$ cat src/rtl/spectrum_pkg.sv
// Shared sizes, FSM state type and the 256-bit lane helper for the spectrum peak smoother.
package spectrum_pkg;

  localparam int NUM_BINS = 16;
  localparam int BIN_W    = 16;
  localparam int MAG_W    = BIN_W - 1;
  localparam int CNT_W    = 4;
  localparam int BUS_W    = NUM_BINS * BIN_W;
  localparam int IDX_W    = 4;

  typedef enum logic [1:0] {
    IDLE    = 2'd0,
    PROC    = 2'd1,
    PUBLISH = 2'd2
  } state_e;

  // Lane k of a packed bus sits at [16k+15:16k].
  function automatic logic [BIN_W-1:0] lane_get(input logic [BUS_W-1:0] bus,
                                                input logic [IDX_W-1:0] k);
    return bus[BIN_W*k +: BIN_W];
  endfunction

endpackage

$ cat src/rtl/peak_decay_cell.sv
// Combinational per-bin update: saturated magnitude, peak capture, hold countdown and decay.
module peak_decay_cell
  import spectrum_pkg::*;
#(
  parameter int DECAY_SHIFT = 3,
  parameter int HOLD_FRAMES = 2
) (
  input  logic signed [BIN_W-1:0] bin_i,
  input  logic        [MAG_W-1:0] held_i,
  input  logic        [CNT_W-1:0] hold_cnt_i,
  output logic        [MAG_W-1:0] held_o,
  output logic        [CNT_W-1:0] hold_cnt_o
);

  localparam logic [BIN_W-1:0] MOST_NEG = {1'b1, {MAG_W{1'b0}}};

  logic [MAG_W-1:0] mag;
  logic [MAG_W-1:0] step;
  logic [MAG_W-1:0] decayed;

  always_comb begin
    // -32768 has no positive twin in 16 bits, so it saturates to full scale.
    if (bin_i == MOST_NEG) begin
      mag = {MAG_W{1'b1}};
    end else if (bin_i[BIN_W-1]) begin
      mag = MAG_W'(-bin_i);
    end else begin
      mag = bin_i[MAG_W-1:0];
    end

    step = held_i >> DECAY_SHIFT;
    if (step == '0) begin
      step = MAG_W'(1);
    end
    decayed = held_i - step;

    held_o     = held_i;
    hold_cnt_o = hold_cnt_i;
    if (mag >= held_i) begin
      held_o     = mag;
      hold_cnt_o = CNT_W'(HOLD_FRAMES);
    end else if (hold_cnt_i != '0) begin
      hold_cnt_o = hold_cnt_i - CNT_W'(1);
    end else begin
      // Only reached with held_i > mag >= 0, so step <= held_i and no wrap occurs.
      held_o = (decayed > mag) ? decayed : mag;
    end
  end

endmodule

$ cat src/rtl/spectrum_peak_smoother.sv
// Serial per-bin peak-hold/decay smoother between the FFT magnitude stage and the video display.
module spectrum_peak_smoother
  import spectrum_pkg::*;
#(
  parameter int DECAY_SHIFT = 3,
  parameter int HOLD_FRAMES = 2
) (
  input  logic             clk,
  input  logic             rst,
  input  logic             done_in,
  input  logic [BUS_W-1:0] bins_in,
  output logic [BUS_W-1:0] bins_out,
  output logic             done_out,
  output logic             busy,
  output logic             overrun,
  output state_e           state_dbg_o
);

  // Handshake: done_in and done_out are one-cycle strobes with no backpressure; a done_in
  // that arrives while busy is dropped and reported by a one-cycle overrun pulse.

  localparam logic [IDX_W-1:0] LAST_IDX = IDX_W'(NUM_BINS - 1);

  state_e           state_q, state_d;
  logic [IDX_W-1:0] idx_q, idx_d;
  logic [BUS_W-1:0] buf_q, buf_d;
  logic [BUS_W-1:0] bins_out_q, bins_out_d;
  logic             overrun_q, overrun_d;
  logic [MAG_W-1:0] held_q [NUM_BINS];
  logic [MAG_W-1:0] held_d [NUM_BINS];
  logic [CNT_W-1:0] cnt_q  [NUM_BINS];
  logic [CNT_W-1:0] cnt_d  [NUM_BINS];

  logic [MAG_W-1:0] cell_held;
  logic [CNT_W-1:0] cell_cnt;

  peak_decay_cell #(
    .DECAY_SHIFT (DECAY_SHIFT),
    .HOLD_FRAMES (HOLD_FRAMES)
  ) u_cell (
    .bin_i      (lane_get(buf_q, idx_q)),
    .held_i     (held_q[idx_q]),
    .hold_cnt_i (cnt_q[idx_q]),
    .held_o     (cell_held),
    .hold_cnt_o (cell_cnt)
  );

  always_ff @(posedge clk) begin
    if (rst) begin
      state_q    <= IDLE;
      idx_q      <= '0;
      buf_q      <= '0;
      bins_out_q <= '0;
      overrun_q  <= 1'b0;
      held_q     <= '{default: '0};
      cnt_q      <= '{default: '0};
    end else begin
      state_q    <= state_d;
      idx_q      <= idx_d;
      buf_q      <= buf_d;
      bins_out_q <= bins_out_d;
      overrun_q  <= overrun_d;
      held_q     <= held_d;
      cnt_q      <= cnt_d;
    end
  end

  always_comb begin
    state_d = state_q;
    case (state_q)
      IDLE:    if (done_in) state_d = PROC;
      PROC:    if (idx_q == LAST_IDX) state_d = PUBLISH;
      PUBLISH: state_d = IDLE;
      default: state_d = IDLE;
    endcase
  end

  always_comb begin
    idx_d      = idx_q;
    buf_d      = buf_q;
    bins_out_d = bins_out_q;
    held_d     = held_q;
    cnt_d      = cnt_q;
    overrun_d  = done_in && (state_q != IDLE);

    case (state_q)
      IDLE: begin
        idx_d = '0;
        if (done_in) buf_d = bins_in;
      end
      PROC: begin
        held_d[idx_q] = cell_held;
        cnt_d[idx_q]  = cell_cnt;
        idx_d         = idx_q + IDX_W'(1);
        // Snapshot from held_d so the last bin lands together with all the others.
        if (idx_q == LAST_IDX) begin
          for (int k = 0; k < NUM_BINS; k++) begin
            bins_out_d[BIN_W*k +: BIN_W] = {1'b0, held_d[k]};
          end
        end
      end
      default: ;
    endcase
  end

  always_comb begin
    busy        = (state_q != IDLE);
    done_out    = (state_q == PUBLISH);
    bins_out    = bins_out_q;
    overrun     = overrun_q;
    state_dbg_o = state_q;
  end

endmodule

$ cat config.mk
export PLATFORM = sky130hd
export DESIGN_NAME = spectrum_peak_smoother
export DESIGN_NICKNAME = d
export VERILOG_FILES = /design/src/rtl/spectrum_pkg.sv /design/src/rtl/peak_decay_cell.sv /design/src/rtl/spectrum_peak_smoother.sv
export SDC_FILE = /design/constraint.sdc
export NUM_CORES = 2
export LEC_CHECK = 0
export ABC_AREA = 1
export BUFFER_PORTS_ARGS = -buffer_cell sky130_fd_sc_hd__buf_2
export CAP_MARGIN = 20
export CORE_MARGIN = 8
export CORE_UTILIZATION = 30
export DETAILED_ROUTE_END_ITERATION = 10
export GPL_TIMING_DRIVEN = 1
export PLACE_DENSITY = 0.49
export SETUP_SLACK_MARGIN = 0.2
export SLEW_MARGIN = 20
export SYNTH_ARGS = -nofsm -noshare
export SYNTH_HDL_FRONTEND = slang
export SYNTH_SLANG_ARGS = --single-unit
export TNS_END_PERCENT = 100
$ cat constraint.sdc
create_clock -name clk -period 7.4 [get_ports clk]
set_input_delay 0.37 -clock clk [delete_from_list [all_inputs] [get_ports clk]]
set_output_delay 0.37 -clock clk [all_outputs]
set_load 0.02 [all_outputs]
==> metrics.txt <==
drt pass-1 iters 6; Slew Limit Fails 0; dpl hpwl around 110000 um; share of cells above drive strength 1 14.4%; slowest stage delay, CP 0.52 ns; power density cells 278 mW/mm^2; fin util 37.6%; gp weighted congestion a little under 0.9; clk sinks 807; via count of the routed design 36800; Tot Pwr about 13000 uW; Leak 0.0217 uW; largest net degree at the start of global routing 252; design area 0.0457 sq mm; clock skew 0.0304 ns; synthesized area per cell 6.99 sq um; maximum fanout along the worst path 68; gr ovfl total 0; Post-Layout Cell Count 7493; Hold Path Stages 3; placed inst area 0.0404 sq mm; Post-Syn Area 0.0368 sq mm; Hold Vio Cnt, Final 0; Ys Warns 0; Setup crit start kind flip-flop; Die Ht 366 um; cell taking the most area after synthesis dfxtp_1; top_reg_cell synth dfxtp_1; Post-Syn Instances between 5000 and 6000; htree depth 3; R2R depth 28; top cells by area, synth dfxtp_1 44%, o21ai_0 10%, nand2_1 8.9%, a21oi_1 8.3%, nor2_1 7.6%; Worst-Margin Slew 1.12 ns; Worst Path Arrival 7.16 ns; type of element capturing the critical path flip-flop; die width 366 um; final setup vio count 0; Max Cap Viol 0; HP Class in2reg; die area 0.134 sq mm; Achievable Freq approximately 150 MHz; Worst-Skew Late Latency 0.68 ns; 1st-iter DRT viols 3329; Rel. slew slack between 20% and 30%; Worst Setup SP idx_q[0]$_SDFFE_PP0P_; VDD IR-drop max 0.000243 V; RSZ-0062 raised after global routing no; WL final 156000 um; Yosys reg bits 807; hold path start bins_in[148]; core area 0.122 sq mm; capture point of the worst reg-to-reg path held_q[180]$_SDFFE_PP0P_; port bufs 503; Initial Utilization 30.2%; CP Data Required Time 7.92 ns; TritonCTS Buffers 93; vias per inst 4.91; Layout area overhead 24.3%; Worst Setup EP held_q[180]$_SDFFE_PP0P_; reg-to-reg slack, setup 0.76 ns; initial antenna violation count 7; share of the synthesized area in the top cell type 43.9%; setup tns final 0 ns; Clk pin slew, worst setup/hold paths 0.06 ns; Nets roughly 6100; Post-CTS Repair Setup Buffers 0; TritonCTS clock tree built; Async S/R FF share, synth 0%; critical setup path kind reg2reg; first-pass GRT wire length 231000 um; number of I/O pins 520; Final Critical Period 6.64 ns; share of the yosys chip area belonging to registers 43.9%; vias in the first global route approximately 35000; Clock Tree Buf Depth 3; slowest cell on the critical path dfxtp_4; unique cell type count in the Yosys netlist between 40 and 50; status finished clean; Final period util 89.7%; post-route ant nets 0; DRC Markers 0; Post-synth EDFFs 0; Site Rows 128; placed cells 7102; Tot GR Track Use 22.0%; FF-to-FF Start idx_q[0]$_SDFFE_PP0P_; clk root buf clkbuf_16; post-DR wirelength/cell 20.8 um; Fillers ~13000
[cell usage in the layout, fill, tap and decap left out, types with 5 or more instances in the layout]
| master | n |
|---|---|
| nor2_1 | 741 |
| nand2_1 | 870 |
| a21o_1 | 100 |
| xnor2_1 | 5 |
| or2_2 | 24 |
| nand3_1 | 151 |
| ha_1 | 47 |
| o21ai_0 | 756 |
| xor2_1 | 7 |
| a22o_1 | 22 |
| nand2_4 | 5 |
| clkbuf_16 | 95 |
| o21ai_2 | 6 |
| o21a_1 | 6 |
| clkinv_2 | 16 |
| o22ai_1 | 27 |
| nand4_1 | 23 |
| nand2_2 | 12 |
| nor2_2 | 11 |
| nand3_2 | 5 |
| nor2_4 | 7 |
| clkbuf_8 | 24 |
| buf_4 | 76 |
| clkbuf_1 | 22 |
| inv_2 | 7 |
| o211ai_1 | 6 |
| buf_2 | 502 |
| nor3_1 | 5 |
| a21oi_2 | 20 |
| o21ai_1 | 47 |
| dfxtp_1 | 805 |
| conb_1 | 16 |
| buf_12 | 12 |
| dlygate4sd3_1 | 220 |
| inv_1 | 516 |
| a21oi_1 | 614 |
| bufinv_16 | 5 |
[report_power, final]
part | internal, uW | switching (uW)
Combinational | 957 | 2480
Sequential | 4480 | 70.5
Clock | 2770 | 1940
[cells by family after synthesis]
| logic type | share of synthesized area (%) |
|---|---|
| and+or+nand+nor | 20.2 |
| adders and majority gates | 1.65 |
| DFF | 43.9 |
| buffers and inverters | 10.5 |
| other | 0.0102 |
| xor gates and xnor gates | 0.330 |
| AOI/OAI and AO/OA | 23.4 |
[timing repair]
action                                  in CTS  in global routing
hold buffers                               220                  0
gates resized for setup                      0                  3
endpoints found under the setup margin       0                 41
endpoints found under the hold margin      220                  0
[cell usage after synthesis (23+ instances only)]
cell type    n
buf_2       68
ha_1        47
o21ai_1     50
o21ai_0    756
o22ai_1     27
nand3_1    151
dfxtp_1    807
buf_4       39
a21oi_1    614
or2_2       24
clkbuf_1   253
buf_6       24
a21o_1     100
inv_1      518
nand4_1     23
nand2_1    871
nor2_1     747
[worst min path at each step]
stage / to / slack (ns)
2_1_floorplan: held_q[13]$_SDFFE_PP0P_ / 0.42
3_3_place_gp: bins_out[139]$_SDFFE_PP0P_ / 0.43
3_5_place_dp: bins_out[169]$_SDFFE_PP0P_ / 0.43
4_1_cts: buf_q[20]$_SDFFE_PP0P_ / 0.002
5_1_grt: buf_q[249]$_SDFFE_PP0P_ / 0.03
6_report: buf_q[148]$_SDFFE_PP0P_ / 0.03
[worst max-delay path, delay by kind of cell, from the launching register on]
| kind | cells | cell delay [ns] |
|---|---|---|
| adders and majority gates | 3 | 1.08 |
| AOI/OAI and AO/OA | 9 | 2.05 |
| DFF | 1 | 0.52 |
| buffers and inverters | 7 | 1.28 |
| and+or+nand+nor | 9 | 1.45 |
[per-stage QoR]
stage	hold slack (ns)	setup WS, ns
2_1_floorplan	0.421	1.94
3_3_place_gp	0.428	0.806
3_5_place_dp	0.434	0.649
4_1_cts	0.00177	0.621
5_1_grt	0.0259	0.243
6_report	0.0339	0.762
[layout make-up]
cell class                      instances  area (sq um)  area share [%]
Antenna cell                            3          7.51          0.0164
Clock buffer                          141          2790            6.10
Clock inverter                         27           305           0.667
Inverter                              530          2010            4.40
Multi-Input combinational cell       3550         16900            37.0
Sequential cell                       807         16200            35.3
Tap cell                             1625          2030            4.44
Timing Repair Buffer                  810          5530            12.1
[sequential cells by signal (all words and copies together), names as in the netlist]
name,cells
bins_out,240
buf_q,256
cnt_q,64
held_q,240
idx_q,4
overrun,1
state_dbg_o,2
[metal layers]
layer,vias up,track usage (%),wire length (um)
li1,18100,-,-
met1,17200,29.3,68800
met2,1275,36.1,71800
met3,245,3.31,9190
met4,0,8.21,6040
met5,-,0,0
Note: power is estimated with default switching activity, not from simulation.
